### src/rtl/sap_clk_pkg.sv
// Shared types and defaults for the SAP-1 clock-enable sequencer.
package sap_clk_pkg;

    typedef enum logic [1:0] {
        MODE_MANUAL = 2'd0,
        MODE_AUTO   = 2'd1,
        MODE_HALT   = 2'd2
    } clk_mode_t;

    localparam int unsigned CYC_W_DEFAULT = 16;

endpackage

### src/rtl/clock_step_controller_if.sv
// Front-panel events and CPU-side clock-enable outputs of the step controller.
interface clock_step_controller_if
    import sap_clk_pkg::*;
#(
    parameter int unsigned CYC_W = CYC_W_DEFAULT
);
    logic             step;
    logic             mode_toggle;
    logic             hlt;
    logic             cpu_ce;
    clk_mode_t        mode;
    logic [CYC_W-1:0] ce_count;

    // master drives the panel/CPU inputs, slave is the controller
    modport master (
        output step, mode_toggle, hlt,
        input  cpu_ce, mode, ce_count
    );

    modport slave (
        input  step, mode_toggle, hlt,
        output cpu_ce, mode, ce_count
    );

endinterface

### src/rtl/ce_prescaler.sv
// Auto-mode prescaler: counts 0..DIV-1 while enabled and flags the terminal count.
module ce_prescaler #(
    parameter int unsigned DIV = 5_000_000
) (
    input  logic clk,
    input  logic clr,
    input  logic en,
    input  logic sclr,
    output logic tick
);
    localparam int unsigned     CNT_W = (DIV > 1) ? $clog2(DIV) : 1;
    localparam logic [CNT_W-1:0] TC   = CNT_W'(DIV - 1);

    logic [CNT_W-1:0] cnt_q;

    always_ff @(posedge clk) begin
        if (!clr) begin
            cnt_q <= '0;
        end else if (sclr) begin
            cnt_q <= '0;
        end else if (en) begin
            cnt_q <= (cnt_q == TC) ? '0 : cnt_q + CNT_W'(1);
        end
    end

    assign tick = en && !sclr && (cnt_q == TC);

endmodule

### src/rtl/clock_step_controller.sv
// Generates the SAP-1 cpu_ce from step/mode button events and HLT, and counts issued cycles.
module clock_step_controller
    import sap_clk_pkg::*;
#(
    parameter int unsigned DIV   = 5_000_000,
    parameter int unsigned CYC_W = CYC_W_DEFAULT
) (
    input logic                    clk,
    input logic                    clr,
    clock_step_controller_if.slave bus
);
    clk_mode_t        mode_q, mode_d;
    logic             cpu_ce_q, cpu_ce_d;
    logic [CYC_W-1:0] ce_count_q;
    logic             presc_en, presc_sclr, tick;

    ce_prescaler #(
        .DIV (DIV)
    ) u_prescaler (
        .clk  (clk),
        .clr  (clr),
        .en   (presc_en),
        .sclr (presc_sclr),
        .tick (tick)
    );

    always_ff @(posedge clk) begin
        if (!clr) begin
            mode_q <= MODE_MANUAL;
        end else begin
            mode_q <= mode_d;
        end
    end

    always_comb begin
        mode_d = mode_q;
        case (mode_q)
            MODE_MANUAL: begin
                if (bus.hlt)              mode_d = MODE_HALT;
                else if (bus.mode_toggle) mode_d = MODE_AUTO;
            end
            MODE_AUTO: begin
                if (bus.hlt)              mode_d = MODE_HALT;
                else if (bus.mode_toggle) mode_d = MODE_MANUAL;
            end
            MODE_HALT:                    mode_d = MODE_HALT;
            default:                      mode_d = MODE_MANUAL;
        endcase
    end

    // hlt and mode_toggle both pre-empt a coinciding step or terminal count
    always_comb begin
        cpu_ce_d   = 1'b0;
        presc_en   = (mode_q == MODE_AUTO) && !bus.hlt && !bus.mode_toggle;
        presc_sclr = !presc_en;
        case (mode_q)
            MODE_MANUAL: cpu_ce_d = bus.step && !bus.hlt && !bus.mode_toggle;
            MODE_AUTO:   cpu_ce_d = tick;
            default:     cpu_ce_d = 1'b0;
        endcase
    end

    always_ff @(posedge clk) begin
        if (!clr) begin
            cpu_ce_q   <= 1'b0;
            ce_count_q <= '0;
        end else begin
            cpu_ce_q <= cpu_ce_d;
            if (cpu_ce_d) begin
                ce_count_q <= ce_count_q + CYC_W'(1);
            end
        end
    end

    assign bus.cpu_ce   = cpu_ce_q;
    assign bus.mode     = mode_q;
    assign bus.ce_count = ce_count_q;

endmodule

### src/flat_wrapper.sv
// flat-port wrapper written by rule: the top's interface ports become plain ports
module clock_step_controller_flat import sap_clk_pkg::*;
#(
    parameter int unsigned DIV   = 5_000_000,
    parameter int unsigned CYC_W = CYC_W_DEFAULT
)
  (clk, clr, bus_step, bus_mode_toggle, bus_hlt, bus_cpu_ce, bus_mode, bus_ce_count);
  clock_step_controller_if #(.CYC_W(CYC_W)) bus_i ();
  input logic clk;
  input logic clr;
  input wire logic [$bits(bus_i.step)-1:0] bus_step;
  input wire logic [$bits(bus_i.mode_toggle)-1:0] bus_mode_toggle;
  input wire logic [$bits(bus_i.hlt)-1:0] bus_hlt;
  output wire logic [$bits(bus_i.cpu_ce)-1:0] bus_cpu_ce;
  output wire logic [$bits(bus_i.mode)-1:0] bus_mode;
  output wire logic [$bits(bus_i.ce_count)-1:0] bus_ce_count;
  assign bus_i.step = bus_step;
  assign bus_i.mode_toggle = bus_mode_toggle;
  assign bus_i.hlt = bus_hlt;
  assign bus_cpu_ce = bus_i.cpu_ce;
  assign bus_mode = bus_i.mode;
  assign bus_ce_count = bus_i.ce_count;
  clock_step_controller #(.DIV(DIV), .CYC_W(CYC_W)) u_core (.clk(clk), .clr(clr), .bus(bus_i));
endmodule
### config.mk
export PLATFORM = sky130hd
export DESIGN_NAME = clock_step_controller_flat
export DESIGN_NICKNAME = d
export VERILOG_FILES = /design/src/rtl/sap_clk_pkg.sv /design/src/rtl/clock_step_controller_if.sv /design/src/rtl/ce_prescaler.sv /design/src/rtl/clock_step_controller.sv /design/src/flat_wrapper.sv
export SDC_FILE = /design/constraint.sdc
export NUM_CORES = 1
export LEC_CHECK = 0
export CORE_MARGIN = 3
export CORE_UTILIZATION = 40
export CTS_BUF_LIST = sky130_fd_sc_hd__clkbuf_8
export DETAILED_ROUTE_END_ITERATION = 10
export MAX_ROUTING_LAYER = met4
export PLACE_DENSITY = 0.74
export SLEW_MARGIN = 0
export SYNTH_ARGS = -nofsm -noshare
export SYNTH_HDL_FRONTEND = slang
export SYNTH_SLANG_ARGS = --single-unit
### constraint.sdc
create_clock -name clk -period 2.4 [get_ports clk]
set_input_delay 0.24 -clock clk [delete_from_list [all_inputs] [get_ports clk]]
set_output_delay 0.24 -clock clk [all_outputs]
set_load 0.1 [all_outputs]
==> report_table.html, run 1 <==
<table>
<tr><th>Metric</th><th>Value</th></tr>
<tr><th colspan="2">Outcome</th></tr>
<tr><td>Outcome</td><td>finished, final reports clean</td></tr>
<tr><th colspan="2">Routing</th></tr>
<tr><td>Remaining routing DRC violations</td><td>0</td></tr>
<tr><td>Final wirelength</td><td>4380 um</td></tr>
<tr><td>Detailed-router iteration count before antenna repair</td><td>5</td></tr>
<tr><td>Via total after detailed routing</td><td>1,747</td></tr>
<tr><td>Violation count after the first detailed-routing iteration</td><td>91</td></tr>
<tr><td>Post-route antenna net violation count</td><td>0</td></tr>
<tr><td>Drt wl/cell</td><td>14.0 um</td></tr>
<tr><td>DR vias/cell</td><td>5.58</td></tr>
<tr><th colspan="2">Power</th></tr>
<tr><td>Sequential share of power</td><td>56.3%</td></tr>
<tr><td>Static leakage</td><td>0.812 nW</td></tr>
<tr><td>Power spent charging and discharging nets</td><td>0.300 mW</td></tr>
<tr><td>Share of total power in the clock network</td><td>37.1%</td></tr>
<tr><td>Post-layout power</td><td>1.25 mW</td></tr>
<tr><td>Power per cell area</td><td>527 mW/mm^2</td></tr>
<tr><td>Fraction of power spent switching nets</td><td>24.0%</td></tr>
<tr><td>Int Pwr</td><td>0.950 mW</td></tr>
<tr><td>IR Drop Worst-Case VDD</td><td>373 uV</td></tr>
<tr><td>Comb pwr share</td><td>6.6%</td></tr>
<tr><th colspan="2">Setup path</th></tr>
<tr><td>Kind of critical path</td><td>reg -&gt; reg</td></tr>
<tr><td>Number of buffer and inverter stages on the critical path</td><td>0</td></tr>
<tr><td>Depth of the worst register-to-register path</td><td>5</td></tr>
<tr><td>Data arrival time at the worst-slack endpoint</td><td>2570 ps</td></tr>
<tr><td>Delay of the slowest cell on the worst path</td><td>550 ps</td></tr>
<tr><td>Slowest library cell on the worst path</td><td>or4_1</td></tr>
<tr><td>Cell Chain, Critical Path</td><td>or4b_1 -&gt; or4_4 -&gt; a2bb2oi_4 -&gt; or4_1 -&gt; a21oi_2</td></tr>
<tr><td>Startpoint types</td><td>flip-flop</td></tr>
<tr><td>Startpoint of the lowest-slack register-to-register path</td><td>u_core.u_prescaler.cnt_q[17]</td></tr>
<tr><td>Total number of cells along the worst setup path</td><td>5</td></tr>
<tr><td>Largest fanout on the critical path</td><td>8</td></tr>
<tr><td>Register-to-register path setup slack</td><td>70 ps</td></tr>
<tr><td>Worst Path Required</td><td>2640 ps</td></tr>
<tr><td>Kind of cell with the highest combined delay on the critical path</td><td>simple AND/OR/NAND/NOR gates</td></tr>
<tr><td>Endpoint kind of the worst setup timing path</td><td>flip-flop</td></tr>
<tr><td>Capturing point of the worst reg2reg path</td><td>u_core.bus.ce_count[11]</td></tr>
<tr><th colspan="2">Min path</th></tr>
<tr><td>Hold EP</td><td>u_core.bus.ce_count[10]</td></tr>
<tr><td>Origin of the worst min-delay path</td><td>u_core.bus.ce_count[10]</td></tr>
<tr><td>Cell count of the worst hold path</td><td>2</td></tr>
<tr><td>Class of the tightest hold or removal check</td><td>reg -&gt; reg</td></tr>
<tr><th colspan="2">Floorplanning</th></tr>
<tr><td>Die boundary height</td><td>75.6 um</td></tr>
<tr><td>CORE AREA</td><td>0.00450 mm^2</td></tr>
<tr><td>Overall die area</td><td>0.00572 mm^2</td></tr>
<tr><td>Die X-Extent</td><td>75.6 um</td></tr>
<tr><td>Top-level I/O count</td><td>24</td></tr>
<tr><td>Number of placement rows</td><td>24</td></tr>
<tr><td>Starting Density</td><td>43.1%</td></tr>
<tr><th colspan="2">Final layout</th></tr>
<tr><td>Final cell count without fillers</td><td>313</td></tr>
<tr><td>FILL cells</td><td>429</td></tr>
<tr><td>Final core utilization</td><td>52.7%</td></tr>
<tr><td>Final instance area</td><td>0.00237 mm^2</td></tr>
<tr><td>Area overhead of the layout relative to synthesis</td><td>22.3%</td></tr>
<tr><td>Number of nets in the layout</td><td>267</td></tr>
<tr><td>Most frequent standard cell in the layout excluding fill and tap cells</td><td>dfxtp_1</td></tr>
<tr><td>Share of post-route cells with drive strength above 1</td><td>16.9%</td></tr>
<tr><td>Top library cells by usage in the layout, fill and taps aside</td><td>42 x dfxtp_1, 32 x buf_4, 29 x nor2_1</td></tr>
<tr><td>Ant. Diodes</td><td>0</td></tr>
<tr><th colspan="2">Synthesis</th></tr>
<tr><td>Top FF cell, synth</td><td>dfxtp_1</td></tr>
<tr><td>Sequential share of the synthesized area</td><td>43.4%</td></tr>
<tr><td>Number of instances in the synthesized netlist</td><td>226</td></tr>
<tr><td>Syn_nets</td><td>233</td></tr>
<tr><td>Synth Register Bits</td><td>42</td></tr>
<tr><td>Share of async-settable or async-resettable flops after synthesis</td><td>0%</td></tr>
<tr><td>Average size of a mapped cell</td><td>8.58 um^2</td></tr>
<tr><td>Number of enable flip-flop cells after synthesis</td><td>0</td></tr>
<tr><td>Number of warnings reported in the yosys synthesis log</td><td>0</td></tr>
<tr><td>Synthesized cell area</td><td>0.00194 mm^2</td></tr>
<tr><td>Number of distinct library cells after synthesis</td><td>29</td></tr>
<tr><th colspan="2">Timing</th></tr>
<tr><td>Number of slew-limit violations in the final report</td><td>0</td></tr>
<tr><td>Slack of the critical path</td><td>70.1 ps</td></tr>
<tr><td>Worst slew margin relative to its limit</td><td>57.8%</td></tr>
<tr><td>Setup repair after global routing missed its margin</td><td>no</td></tr>
<tr><td>Number of failing hold endpoints at the final stage</td><td>0</td></tr>
<tr><td>Final worst path period share</td><td>97.1%</td></tr>
<tr><td>Skew final</td><td>4.69 ps</td></tr>
<tr><td>Fin Setup TNS</td><td>0 ps</td></tr>
<tr><td>Post-Route Hold Slack</td><td>493 ps</td></tr>
<tr><td>Worst Max-Slew Pin Slew</td><td>632 ps</td></tr>
<tr><td>Count of endpoints failing setup in the final report</td><td>0</td></tr>
<tr><td>Final worst path period need</td><td>2330 ps</td></tr>
<tr><td>F_max</td><td>0.429 GHz</td></tr>
<tr><th colspan="2">Clock tree</th></tr>
<tr><td>Root Buffer Master</td><td>clkbuf_8</td></tr>
<tr><td>Clock transition time at the flip-flop clock pins of the worst setup and hold paths</td><td>80 ps</td></tr>
<tr><td>CTS Hold Bufs</td><td>0</td></tr>
<tr><td>CTS tree</td><td>built</td></tr>
<tr><td>Setup Fix Bufs, Post-CTS</td><td>0</td></tr>
<tr><td>Insertion delay of the later-clocked pin in the worst-skew pair</td><td>290 ps</td></tr>
<tr><td>H-tree depth reported by CTS</td><td>2</td></tr>
<tr><td>CTS Buf Count</td><td>5</td></tr>
<tr><td>Sink Count</td><td>42</td></tr>
<tr><td>Number of buffers on the longest clock path</td><td>2</td></tr>
<tr><th colspan="2">Global route</th></tr>
<tr><td>Wire length of the first global-routing pass</td><td>7190 um</td></tr>
<tr><td>Initial antenna violation count</td><td>0</td></tr>
<tr><td>Total congestion overflow</td><td>0</td></tr>
<tr><td>Largest net degree at the start of global routing</td><td>30</td></tr>
<tr><td>Number of global-route vias before repair</td><td>1,559</td></tr>
<tr><td>Total routing resource utilization after global routing</td><td>16.8%</td></tr>
<tr><th colspan="2">Place</th></tr>
<tr><td>Dpl cell area</td><td>0.00224 mm^2</td></tr>
<tr><td>Port buffer count</td><td>23</td></tr>
<tr><td>Number of instances in the placed design</td><td>303</td></tr>
<tr><td>Routability cong.</td><td>0.846</td></tr>
<tr><td>Setup WS pre-CTS</td><td>9.38 ps</td></tr>
<tr><td>Dpl hpwl</td><td>2970 um</td></tr>
<tr><th colspan="2">Run</th></tr>
<tr><td>Max-capacitance violation count</td><td>0</td></tr>
</table>
## final cells by class
class / count / area [um^2] / area share (%)
clock buffer: 6 / 82.6 / 3.48
multi-input combinational: 170 / 1080 / 45.4
timing repair buffer: 36 / 280 / 11.8
clock inverter: 2 / 8.76 / 0.369
tap: 52 / 65.1 / 2.74
inverter: 5 / 18.8 / 0.791
sequential: 42 / 841 / 35.4
## worst min-delay path: cells and delay by family (launching register included)
kind,cells,cell delay [ps]
compound gates,2,120
flops,1,330
## worst max-delay path by stage
stage	slack (ps)	endpoint	start
6_report	70	u_core.bus.ce_count[11]	u_core.u_prescaler.cnt_q[17]
5_1_grt	9	u_core.bus.ce_count[11]	u_core.u_prescaler.cnt_q[17]
4_1_cts	40	u_core.bus.ce_count[11]	u_core.u_prescaler.cnt_q[17]
3_5_place_dp	9	u_core.bus.ce_count[4]	u_core.u_prescaler.cnt_q[17]
3_3_place_gp	70	u_core.bus.ce_count[8]	u_core.u_prescaler.cnt_q[17]
2_1_floorplan	10	u_core.bus.ce_count[10]	u_core.bus.ce_count[1]
## power by group through the flow
stage,registers (mW),logic (mW),clock network (mW)
final,0.704,0.0820,0.464
after global routing,0.704,0.0864,0.512
after CTS,0.703,0.0763,0.479
after detailed placement,0.720,0.0751,0
after global placement,0.720,0.0744,0
after floorplan,0.743,0.0284,0
## cell usage after synthesis (5+ instances only)
cell type	number	area share, %
o31ai_1	14	5.4
nand4_1	12	3.9
clkbuf_1	9	1.7
nand3_1	13	3.4
and3_1	7	2.3
xnor2_1	5	2.3
or4_1	14	5.4
dfxtp_1	42	43
nand2_1	17	3.3
a21oi_1	15	3.9
nor2_1	29	5.6
xor2_1	17	7.7
## per-layer routing
| layer | GRT usage (%) | wire (um) |
|---|---|---|
| met3 | 5.54 | 160 |
| met5 | - | 0 |
| met2 | 26.7 | 2090 |
| met4 | 4.47 | 12 |
| met1 | 20.5 | 2110 |
## registers in the layout (all words and copies together), names as in the netlist
signal	count
u_core.u_prescaler.cnt_q	23
u_core.bus.ce_count	16
u_core.bus.mode	2
u_core.bus.cpu_ce	1
## kinds of logic (layout without fill, tap and decap cells)
logic type               Yosys count  count (layout)  synth area share (%)
multiplexers                       1               1                 0.516
flip-flops                        42              42                  43.4
adder cells (fa/ha/maj)            2               2                  1.29
buffers and inverters             16              49                  3.48
AND/OR/NAND/NOR                  110             110                  30.5
AO/OA/AOI/OAI                     33              35                  11.0
XOR/XNOR                          22              22                  9.94
## repair_timing
item | in CTS | in global routing
gates cloned | 0 | 2
pin swaps | 0 | 0
endpoints found under the setup margin | 3 | 8
resized for setup | 1 | 1
(Power assumes the default switching activity.)
==> inputs of run 2 (changes only) <==
--- a/config.mk
+++ b/config.mk
@@ -9,6 +9,7 @@
 export CORE_UTILIZATION = 40
 export CTS_BUF_LIST = sky130_fd_sc_hd__clkbuf_8
 export DETAILED_ROUTE_END_ITERATION = 10
+export GPL_TIMING_DRIVEN = 1
 export MAX_ROUTING_LAYER = met4
 export PLACE_DENSITY = 0.74
 export SLEW_MARGIN = 0
==> results of run 2 <==
Final layout, timing and power as in run 1 (identical DEF).
